`src/rtl/vga_glyph_fetch_if.sv`:
```
// Read-side bus to the text buffer and font memory, both with 1-cycle registered reads.
// Signal names follow the pixel generator's point of view.
interface vga_glyph_fetch_if #(
  parameter int unsigned TEXT_ADDR_WIDTH = 12,
  parameter int unsigned FONT_ADDR_WIDTH = 11
);
  logic [TEXT_ADDR_WIDTH-1:0] text_addr_o;
  logic [7:0]                 text_data_i;
  logic [FONT_ADDR_WIDTH-1:0] font_addr_o;
  logic [0:7]                 font_data_i;  // bit 0 is the leftmost pixel

  modport master (
    output text_addr_o, font_addr_o,
    input  text_data_i, font_data_i
  );

  modport slave (
    input  text_addr_o, font_addr_o,
    output text_data_i, font_data_i
  );
endinterface

```
`src/rtl/vga_glyph_fetch.sv`:
```
// Text-mode pixel generator: coordinates -> text cell -> glyph row -> 1-bit pixel,
// with a blinking inverse-video cursor. Fixed 5-cycle latency, no stalls.
module vga_glyph_fetch #(
  parameter int unsigned COLS            = 80,
  parameter int unsigned ROWS            = 30,
  parameter int unsigned TEXT_ADDR_WIDTH = 12,
  parameter int unsigned FONT_ADDR_WIDTH = 11,
  parameter int unsigned BLINK_FRAMES    = 30
) (
  input  logic                     clk_i,
  input  logic                     rst_i,
  input  logic [9:0]               hcount_i,
  input  logic [9:0]               vcount_i,
  input  logic                     active_i,
  vga_glyph_fetch_if.master        mem,
  input  logic                     cursor_en_i,
  input  logic [6:0]               cursor_col_i,
  input  logic [4:0]               cursor_row_i,
  output logic                     pixel_o,
  output logic                     active_o
);

  localparam int unsigned CNT_W = (BLINK_FRAMES > 1) ? $clog2(BLINK_FRAMES) : 1;

  typedef struct packed {
    logic       v;
    logic [2:0] x;
    logic [3:0] y;
    logic       hit;
  } stage_t;

  // st_q[0..3] hold the sideband leaving S1..S4
  stage_t st_q [4];
  stage_t st_d [4];

  logic [TEXT_ADDR_WIDTH-1:0] text_addr_q, text_addr_d;
  logic [FONT_ADDR_WIDTH-1:0] font_addr_q, font_addr_d;
  logic [0:7]                 shreg_q, shreg_d;
  logic                       pixel_q, pixel_d;
  logic                       active_q, active_d;
  logic [CNT_W-1:0]           frame_cnt_q, frame_cnt_d;
  logic                       blink_q, blink_d;

  logic [4:0]                 row;
  logic [6:0]                 col;
  logic [TEXT_ADDR_WIDTH-1:0] row_base;
  logic                       cursor_hit;
  logic                       frame_start;
  logic                       load;
  logic                       pix_bit;
  logic                       unused_ok;

  assign row = vcount_i[8:4];
  assign col = hcount_i[9:3];

  if (COLS == 80) begin : g_mul80
    assign row_base = TEXT_ADDR_WIDTH'({row, 6'b0}) + TEXT_ADDR_WIDTH'({row, 4'b0});
  end else begin : g_mul
    assign row_base = TEXT_ADDR_WIDTH'(row * COLS);
  end

  assign cursor_hit  = cursor_en_i & (col == cursor_col_i) & (row == cursor_row_i)
                     & (32'(row) < ROWS);
  assign frame_start = active_i & (hcount_i == '0) & (vcount_i == '0);
  assign unused_ok   = ^{mem.text_data_i[7], vcount_i[9]};

  always_comb begin
    text_addr_d = active_i ? (row_base + TEXT_ADDR_WIDTH'(col)) : text_addr_q;

    st_d[0].v   = active_i;
    st_d[0].x   = hcount_i[2:0];
    st_d[0].y   = vcount_i[3:0];
    st_d[0].hit = cursor_hit;
    st_d[1]     = st_q[0];
    st_d[2]     = st_q[1];
    st_d[3]     = st_q[2];

    font_addr_d = st_q[1].v ? FONT_ADDR_WIDTH'({mem.text_data_i[6:0], st_q[1].y})
                            : font_addr_q;

    // Reload on x==0 or when the previous output cycle was blank, so a line
    // starting mid-character still picks the right bit from the fresh row.
    load     = (st_q[3].x == 3'd0) | ~active_q;
    pix_bit  = load ? mem.font_data_i[st_q[3].x] : shreg_q[st_q[3].x];
    shreg_d  = load ? mem.font_data_i : shreg_q;
    pixel_d  = st_q[3].v & (pix_bit ^ (st_q[3].hit & blink_q));
    active_d = st_q[3].v;

    frame_cnt_d = frame_cnt_q;
    blink_d     = blink_q;
    if (frame_start) begin
      if (frame_cnt_q == CNT_W'(BLINK_FRAMES - 1)) begin
        frame_cnt_d = '0;
        blink_d     = ~blink_q;
      end else begin
        frame_cnt_d = frame_cnt_q + CNT_W'(1);
      end
    end
  end

  always_ff @(posedge clk_i) begin
    if (rst_i) begin
      for (int unsigned i = 0; i < 4; i++) st_q[i] <= '0;
      text_addr_q <= '0;
      font_addr_q <= '0;
      shreg_q     <= '0;
      pixel_q     <= 1'b0;
      active_q    <= 1'b0;
      frame_cnt_q <= '0;
      blink_q     <= 1'b1;
    end else begin
      st_q        <= st_d;
      text_addr_q <= text_addr_d;
      font_addr_q <= font_addr_d;
      shreg_q     <= shreg_d;
      pixel_q     <= pixel_d;
      active_q    <= active_d;
      frame_cnt_q <= frame_cnt_d;
      blink_q     <= blink_d;
    end
  end

  assign mem.text_addr_o = text_addr_q;
  assign mem.font_addr_o = font_addr_q;
  assign pixel_o         = pixel_q;
  assign active_o        = active_q;

endmodule

```
`src/flat_wrapper.sv`:
```
// flat-port wrapper written by rule: the top's interface ports become plain ports
module vga_glyph_fetch_flat 
#(
  parameter int unsigned COLS            = 80,
  parameter int unsigned ROWS            = 30,
  parameter int unsigned TEXT_ADDR_WIDTH = 12,
  parameter int unsigned FONT_ADDR_WIDTH = 11,
  parameter int unsigned BLINK_FRAMES    = 30
)
  (clk_i, rst_i, hcount_i, vcount_i, active_i, cursor_en_i, cursor_col_i, cursor_row_i, pixel_o, active_o, mem_text_addr_o, mem_font_addr_o, mem_text_data_i, mem_font_data_i);
  vga_glyph_fetch_if #(.TEXT_ADDR_WIDTH(TEXT_ADDR_WIDTH), .FONT_ADDR_WIDTH(FONT_ADDR_WIDTH)) mem_i ();
  input  logic clk_i;
  input  logic rst_i;
  input  logic [9:0] hcount_i;
  input  logic [9:0] vcount_i;
  input  logic active_i;
  input  logic cursor_en_i;
  input  logic [6:0] cursor_col_i;
  input  logic [4:0] cursor_row_i;
  output logic pixel_o;
  output logic active_o;
  output wire logic [$bits(mem_i.text_addr_o)-1:0] mem_text_addr_o;
  output wire logic [$bits(mem_i.font_addr_o)-1:0] mem_font_addr_o;
  input wire logic [$bits(mem_i.text_data_i)-1:0] mem_text_data_i;
  input wire logic [$bits(mem_i.font_data_i)-1:0] mem_font_data_i;
  assign mem_text_addr_o = mem_i.text_addr_o;
  assign mem_font_addr_o = mem_i.font_addr_o;
  assign mem_i.text_data_i = mem_text_data_i;
  assign mem_i.font_data_i = mem_font_data_i;
  vga_glyph_fetch #(.COLS(COLS), .ROWS(ROWS), .TEXT_ADDR_WIDTH(TEXT_ADDR_WIDTH), .FONT_ADDR_WIDTH(FONT_ADDR_WIDTH), .BLINK_FRAMES(BLINK_FRAMES)) u_core (.clk_i(clk_i), .rst_i(rst_i), .hcount_i(hcount_i), .vcount_i(vcount_i), .active_i(active_i), .mem(mem_i), .cursor_en_i(cursor_en_i), .cursor_col_i(cursor_col_i), .cursor_row_i(cursor_row_i), .pixel_o(pixel_o), .active_o(active_o));
endmodule
```
`config.mk`:
```
export PLATFORM = sky130hd
export DESIGN_NAME = vga_glyph_fetch_flat
export DESIGN_NICKNAME = d
export VERILOG_FILES = /design/src/rtl/vga_glyph_fetch_if.sv /design/src/rtl/vga_glyph_fetch.sv /design/src/flat_wrapper.sv
export SDC_FILE = /design/constraint.sdc
export NUM_CORES = 1
export LEC_CHECK = 0
export BUFFER_PORTS_ARGS = -buffer_cell sky130_fd_sc_hd__buf_4
export CAP_MARGIN = 10
export CELL_PAD_IN_SITES_DETAIL_PLACEMENT = 1
export CELL_PAD_IN_SITES_GLOBAL_PLACEMENT = 1
export CORE_ASPECT_RATIO = 0.8
export CORE_MARGIN = 2
export CORE_UTILIZATION = 39
export DETAILED_ROUTE_END_ITERATION = 12
export GPL_TIMING_DRIVEN = 0
export PLACE_DENSITY = 0.79
export SYNTH_ARGS = -nofsm -noshare
export SYNTH_HDL_FRONTEND = slang
export SYNTH_SLANG_ARGS = --single-unit
```
`constraint.sdc`:
```
create_clock -name clk_i -period 2.8 [get_ports clk_i]
set_input_delay 0.28 -clock clk_i [delete_from_list [all_inputs] [get_ports clk_i]]
set_output_delay 0.28 -clock clk_i [all_outputs]
set_load 0.02 [all_outputs]
```
# Word level (Yosys, flattened, before mapping)

Cells that the tools add are included.

$add $sub $neg: 3
$mul: 0
Div/mod/pow operators: 0
Order comparisons: 2
Equality and inequality tests: 3
Shift-type cells: 0
Muxes and demuxes: 8
Bitwise operators: 12
Reductions and logical operators: 4

Operators by type and width:

| operator                                                 | number |
|---|---|
| logical NOT 10 bit                                       | 2 |
| adder 11 x 9 -> 12 bit                                   | 1 |
| adder 12 x 7 -> 12 bit                                   | 1 |
| AND 1 bit                                                | 7 |
| == test 7 bit                                            | 1 |
| binary-select mux 1 bit (select 3 bit)                   | 2 |
| adder 5 x 1 -> 5 bit, second input constant              | 1 |
| == test 5 bit                                            | 1 |
| == test 5 bit, second input constant                     | 1 |
| less-than comparator 5 bit, second input constant        | 1 |
| two-way mux 1 bit                                        | 5 |
| two-way mux 5 bit                                        | 1 |
| greater-or-equal comparator 4 bit, second input constant | 1 |
| NOT 3 -> 4 bit                                           | 1 |
| logical NOT 3 bit                                        | 1 |
| NOT 1 bit                                                | 2 |
| AND reduction 2 bit                                      | 1 |
| bitwise OR 1 bit                                         | 1 |
| bitwise XOR 1 bit                                        | 1 |

Register bits: 67
Latch bits: 0
Memory bits (writable): 0
ROM bits: 0
Bits of input ports: 52
Logic and storage cells: 53
Memories kept: 0

# Depth between registers and ports, before layout

Gate-level depths: netlist (run 1).

Depth in word-level cells: 7
Mapped depth: 9
Mapped depth without buffers: 9

# Least setup slack after synthesis (run 1)

No wires, ideal clock.

Path type: input -> register
From: input hcount_i[9]
To: register u_core.text_addr_q[11] (netlist: u_core.mem.text_addr_o[11])
Setup time: 71 ps
Arrival: 1968 ps
Slack: 762 ps
Stages: 8
Buffers on the path: 0
Path through: fa_1 -> inv_1 -> fa_1 -> nor2b_1 -> o21ai_0 -> a21boi_0 -> o211ai_1 -> a21oi_1

Longest elaborated chain between the ends: 1

RTL lines:

| item                   | RTL line               | RTL |
|---|---|---|
| from (decl)            | flat_wrapper.sv:14     | `input logic [9:0] hcount_i;` |
| adder 12 x 7 -> 12 bit | vga_glyph_fetch.sv:68  | `text_addr_d = active_i ? (row_base + TEXT_ADDR_WIDTH'(col)) : text_addr_q;` |
| to (signal assigned)   | vga_glyph_fetch.sv:113 | `text_addr_q <= text_addr_d;` |
| to (decl)              | vga_glyph_fetch.sv:36  | `logic [TEXT_ADDR_WIDTH-1:0] text_addr_q, text_addr_d;` |

Every way passes these cells.
A chain may end at the register's enable or synchronous reset.

# Final worst setup path (run 1)

Same ends and word-level chain as after synthesis.

==> flow_summary.json, run 1 <==
{
  "grt_pass1_vias": 2468,
  "synth_top_area_cell": "dfxtp_1",
  "timing.final.max_slew_violations": 0,
  "grt_max_degree": 13,
  "synth_nets": 346,
  "dieArea_mm2": 0.00795,
  "setup_viol": 0,
  "clkLatencyLatePin_ps": 340,
  "syn_inst": 281,
  "cts_tree": "built",
  "ys.flop_type": "dfxtp_1",
  "ys_ff_latch": 67,
  "grt_usage": 0.191,
  "layout.nets": 432,
  "grt_setup_unrepaired": "false",
  "final_common_cell": "buf_4",
  "routed.top_layer": "met4",
  "initial_core_util": 0.407,
  "cp_data_required_time_ps": 3070,
  "cts_buffer_depth": 2,
  "ant_nets": 0,
  "gp_congestion": 0.779,
  "total_leakage_power_nw": 1.58,
  "grt_pass1_wl_um": 11600,
  "dp.final_hpwl_um": 5300,
  "wl_met2_um": 3440,
  "synth_top_family_by_area": "simple AND/OR/NAND/NOR gates",
  "synth_compound_area_frac": 0.0942,
  "end_kind": "register",
  "startpoint_type": "primary input",
  "cts_buffers": 9,
  "die_h_um": 80.2,
  "io_buffers": 75,
  "irDropWorstVdd_mv": 0.225,
  "dr_total_vias": 2315,
  "crit_buf_inv": 2,
  "async_flop_share": 0,
  "clkTransAtPathRegs_ps": 70,
  "die_w_um": 99.2,
  "hold_class": "in -> reg",
  "synthToLayoutAreaGrowth_pct": 30.6,
  "postCtsSetupBuffers": 0,
  "ys_types": 44,
  "slowest_delay_ps": 570,
  "core_mm2": 0.00696,
  "max_freq_mhz": 495,
  "ios": 77,
  "setup-tns-final_ps": 0,
  "wire_per_inst_um": 14.9,
  "drv_cap": 0,
  "critPathTopFamily": "adder cells",
  "worstPathMaxFanout": 3,
  "ys_top_cells_by_area": "dfxtp_1 47%, mux2i_1 6.7%, nor2b_1 6.4%",
  "drt_iter0_drc": 44,
  "met1_length_um": 2850,
  "firstDrtPassIters": 4,
  "crit_type": "in -> reg",
  "worstMarginPinSlew_ps": 703,
  "synth_xor_area_frac": 0.0433,
  "r2r_setup_slack_ps": 890,
  "n_antenna_cell": 0,
  "fp-row-count": 27,
  "status": "finished, final reports clean",
  "crit_chain": "buf_4 -> fa_1 -> inv_1 -> fa_1 -> nor2b_1 -> o21ai_0 -> a21boi_0 -> o211ai_1 -> a21oi_1",
  "yosysSeqAreaShare": 0.474,
  "crit_top_cell": "fa_1",
  "period_share": 0.722,
  "layout_common_cells": "75 x buf_4, 67 x dfxtp_1, 29 x nor2b_1, 29 x nand2_1, 25 x nor2_1",
  "yosys_warnings": 0,
  "power.density_mw_per_mm2": 564,
  "yosysTopAreaCellShare": 0.474,
  "routed_wl_um": 6840,
  "htreeDepth": 3,
  "synth_mux_area_frac": 0.111,
  "drive_gt1_frac": 0.261,
  "grt-ovfl-total": 0,
  "relSlewSlack": 0.531,
  "viasPerCell": 5.04,
  "cts_resized": 0,
  "dp.cells": 443,
  "yosys.area_share.simple": 0.177,
  "layout_min_cycle_time_ps": 2020,
  "cts_hold_buf": 0,
  "clock_tree.root_cell": "clkbuf_8",
  "synth-edff-count": 0,
  "clock-sinks": 67,
  "crit_arrival_ps": 2290,
  "synth_fa_ha_area_frac": 0.0628,
  "syn_area_per_cell_um2": 10.1,
  "antenna_found_initial": 0,
  "synth_area_mm2": 0.00283,
  "clock_skew_ps": 4.50,
  "hold_viol_final": 0,
  "drc": 0,
  "wl_met3_um": 462,
  "crit_path_top_delay_cell": "fa_1",
  "fin_cells": 459
}
-- kinds of logic after synthesis --
| family | Yosys count |
|---|---|
| AND/OR/NAND/NOR | 102 |
| flip-flops | 67 |
| AO/OA/AOI/OAI | 37 |
| buffers and inverters | 24 |
| multiplexers | 24 |
| XOR/XNOR | 14 |
| adder cells (fa/ha/maj) | 13 |
-- Yosys cell counts, types with 2 or more instances --
cell,n
dfxtp_1,67
nand2_1,29
nor2b_1,29
nor2_1,25
mux2i_1,19
a21oi_1,15
xnor2_1,14
ha_1,11
inv_1,10
clkbuf_1,8
buf_1,4
nor4_1,4
o21ai_0,4
mux4_1,3
nand3_1,3
nand4_1,3
buf_6,2
fa_1,2
mux4_2,2
nor3_1,2
o41ai_1,2
-- power breakdown --
part	leakage (nW)	switching [mW]	internal, mW
clock	0.0966	0.377	0.413
combinational	0.932	0.139	0.146
sequential	0.549	0.0175	0.991
total	1.58	0.533	1.55
-- sequential cells by signal (all words and copies together) (netlist names) --
signal	flops
u_core.frame_cnt_q	5
u_core.st_d	23
u_core.st_q	4
u_core.shreg_q	8
u_core.pixel_o	1
u_core.active_o	1
u_core.mem.text_addr_o	12
u_core.mem.font_addr_o	11
u_core.active_d	1
u_core.blink_q	1
-- metrics by stage --
| step | utilization | hold slack [ps] | setup WS, ps | cell area [µm²] | total power [mW] |
|---|---|---|---|---|---|
| after global placement | 0.503 | 417 | 472 | 3500 | 1.31 |
| after global routing | 0.531 | 157 | 566 | 3690 | 2.19 |
| after floorplan | - | 390 | 762 | 2830 | 1.18 |
| after CTS | 0.531 | 141 | 789 | 3690 | 2.12 |
| after detailed placement | 0.503 | 427 | 415 | 3500 | 1.32 |
| final | 0.531 | 161 | 778 | 3690 | 2.08 |
-- area by class of cell --
cell class	count	area (µm²)
Fill cell	816	3270
Timing Repair Buffer	75	563
Inverter	10	37.5
Sequential cell	67	1340
Clock buffer	10	128
Tap cell	87	109
Clock inverter	6	65.1
Multi-Input combinational cell	190	1380
Buffer	14	67.6
-- worst paths after layout --
kind	startpoint	endpoint	cells after the start
worst min register to register	u_core.st_d[23]	u_core.st_d[14]	1
worst max register to register	u_core.st_q[5]	u_core.pixel_o	5
worst max-delay path	hcount_i[9]	u_core.mem.text_addr_o[11]	9
worst min-delay path	vcount_i[0]	u_core.st_d[19]	2
-- routing by layer --
layer / vias up / GRT usage
met5: - / 0
met1: 1108 / 0.212
li1: 1132 / -
met3: 7 / 0.0757
met2: 68 / 0.331
met4: 0 / 0.0699
(Power assumes the default switching activity.)
==> run 2: changes to the inputs <==
==> constraint.sdc (replaced) <==
create_clock -name clk_i -period 2.1 [get_ports clk_i]
set_input_delay 0.21 -clock clk_i [delete_from_list [all_inputs] [get_ports clk_i]]
set_output_delay 0.21 -clock clk_i [all_outputs]
set_load 0.02 [all_outputs]
==> flow_summary.json, run 2 (same netlist as run 1, synthesis figures left out) <==
{
  "status": "finished, final reports clean",
  "drive_gt1_frac": 0.261,
  "fin_cells": 459,
  "cts_buffers": 9,
  "hold_viol_final": 0,
  "fp-row-count": 27,
  "cts_tree": "built",
  "dieArea_mm2": 0.00795,
  "drv_cap": 0,
  "layout.nets": 432,
  "startpoint_type": "register",
  "layout_min_cycle_time_ps": 1910,
  "die_h_um": 80.2,
  "total_leakage_power_nw": 1.58,
  "grt-ovfl-total": 0,
  "clockPowerShare": 0.379,
  "setup_viol": 0,
  "pwr-share-comb": 0.137,
  "final_common_cell": "buf_4",
  "viasPerCell": 5.04,
  "max_freq_mhz": 524,
  "worstMarginPinSlew_ps": 703,
  "power.density_mw_per_mm2": 752,
  "p_sw_mw": 0.711,
  "design_area_mm2": 0.00369,
  "irDropWorstVdd_mv": 0.300,
  "cts_buffer_depth": 2,
  "use_met2": 0.331,
  "htreeDepth": 3,
  "layout_common_cells": "75 x buf_4, 67 x dfxtp_1, 29 x nor2b_1, 29 x nand2_1, 25 x nor2_1",
  "die_w_um": 99.2,
  "drc": 0,
  "core_mm2": 0.00696,
  "synthToLayoutAreaGrowth_pct": 30.6,
  "crit_type": "reg -> reg",
  "worstPathMaxFanout": 6,
  "pwr-share-seq": 0.484,
  "grt_max_degree": 13,
  "hold_class": "in -> reg",
  "wire_per_inst_um": 14.9,
  "drt_iter0_drc": 44,
  "cts_resized": 0,
  "grt_pass1_vias": 2468,
  "crit_arrival_ps": 2150,
  "grtUsageMet3": 0.0757,
  "grt_usage": 0.191,
  "firstDrtPassIters": 4,
  "grt_setup_unrepaired": "false",
  "routed_wl_um": 6840,
  "end_kind": "register",
  "internal_power_mw": 2.07,
  "clkLatencyLatePin_ps": 340,
  "cp_data_required_time_ps": 2340,
  "postCtsSetupBuffers": 0,
  "dr_total_vias": 2314,
  "dp.cells": 443,
  "cts_hold_buf": 0,
  "preCtsSetupSlack_ps": -215,
  "setup-tns-final_ps": 0,
  "placed_cell_area_mm2": 0.00350,
  "gr-max-usage-layer": "met2",
  "gp_congestion": 0.779,
  "clock-sinks": 67,
  "clock_skew_ps": 4.50,
  "clock_tree.root_cell": "clkbuf_8",
  "p_sw_frac": 0.256,
  "whs_ps": 90.6,
  "n_antenna_cell": 0,
  "clkTransAtPathRegs_ps": 70,
  "initial_core_util": 0.407,
  "grt_pass1_wl_um": 11600,
  "timing.final.max_slew_violations": 0,
  "relSlewSlack": 0.531,
  "ant_nets": 0,
  "grtUsageMet1": 0.212,
  "io_buffers": 75,
  "fin_ws_ps": 190,
  "period_share": 0.910,
  "largest_reg_flops": 23,
  "ios": 77,
  "antenna_found_initial": 0,
  "dp.final_hpwl_um": 5300
}
## run 2: cell counts in the layout (fill, tap and decap cells not counted)
No cell type changed its count.
## run 2: worst paths after layout
| kind | cells after the start | slack, ps | to | startpoint |
|---|---|---|---|---|
| max | 5 | 190 | u_core.pixel_o | u_core.st_q[5] |
| min | 2 | 90 | u_core.st_d[19] | vcount_i[0] |
| max reg2reg | 5 | 190 | u_core.pixel_o | u_core.st_q[5] |
| min reg2reg | 1 | 440 | u_core.st_d[14] | u_core.st_d[23] |
## run 2: power groups by stage
| stage | combinational, mW | clock, mW | sequential, mW |
|---|---|---|---|
| after floorplan | 0.176 | 0 | 1.40 |
| after CTS | 0.388 | 1.09 | 1.35 |
| after global placement | 0.372 | 0 | 1.37 |
| after global routing | 0.422 | 1.15 | 1.35 |
| final | 0.381 | 1.05 | 1.34 |
| after detailed placement | 0.386 | 0 | 1.37 |
## run 2: layout make-up
class                   count  area [µm²]
clock inverters             6        65.1
flip-flops and latches     67        1340
multi-input cells         190        1380
inverters                  10        37.5
plain buffers              14        67.6
fillers                   816        3270
clock buffers              10         128
well taps                  87         109
repair buffers             75         563
## run 2: layer usage
layer | up-vias | wire (µm) | part of all wire
met5 | - | 0 | 0
met4 | 0 | 100 | 0.015
li1 | 1132 | - | -
met3 | 7 | 462 | 0.068
met2 | 68 | 3440 | 0.50
met1 | 1107 | 2850 | 0.42
## run 2: critical path, cell delays in order (launching register included)
cell and delay, ps:
dfxtp_1 330, buf_6 140, mux4_1 560, mux4_2 480, xnor2_1 140, and2_1 150
## run 2: through the flow
stage | util | power (mW)
2_1_floorplan | - | 1.58
3_3_place_gp | 0.503 | 1.74
3_5_place_dp | 0.503 | 1.76
4_1_cts | 0.531 | 2.83
5_1_grt | 0.531 | 2.93
6_report | 0.531 | 2.78
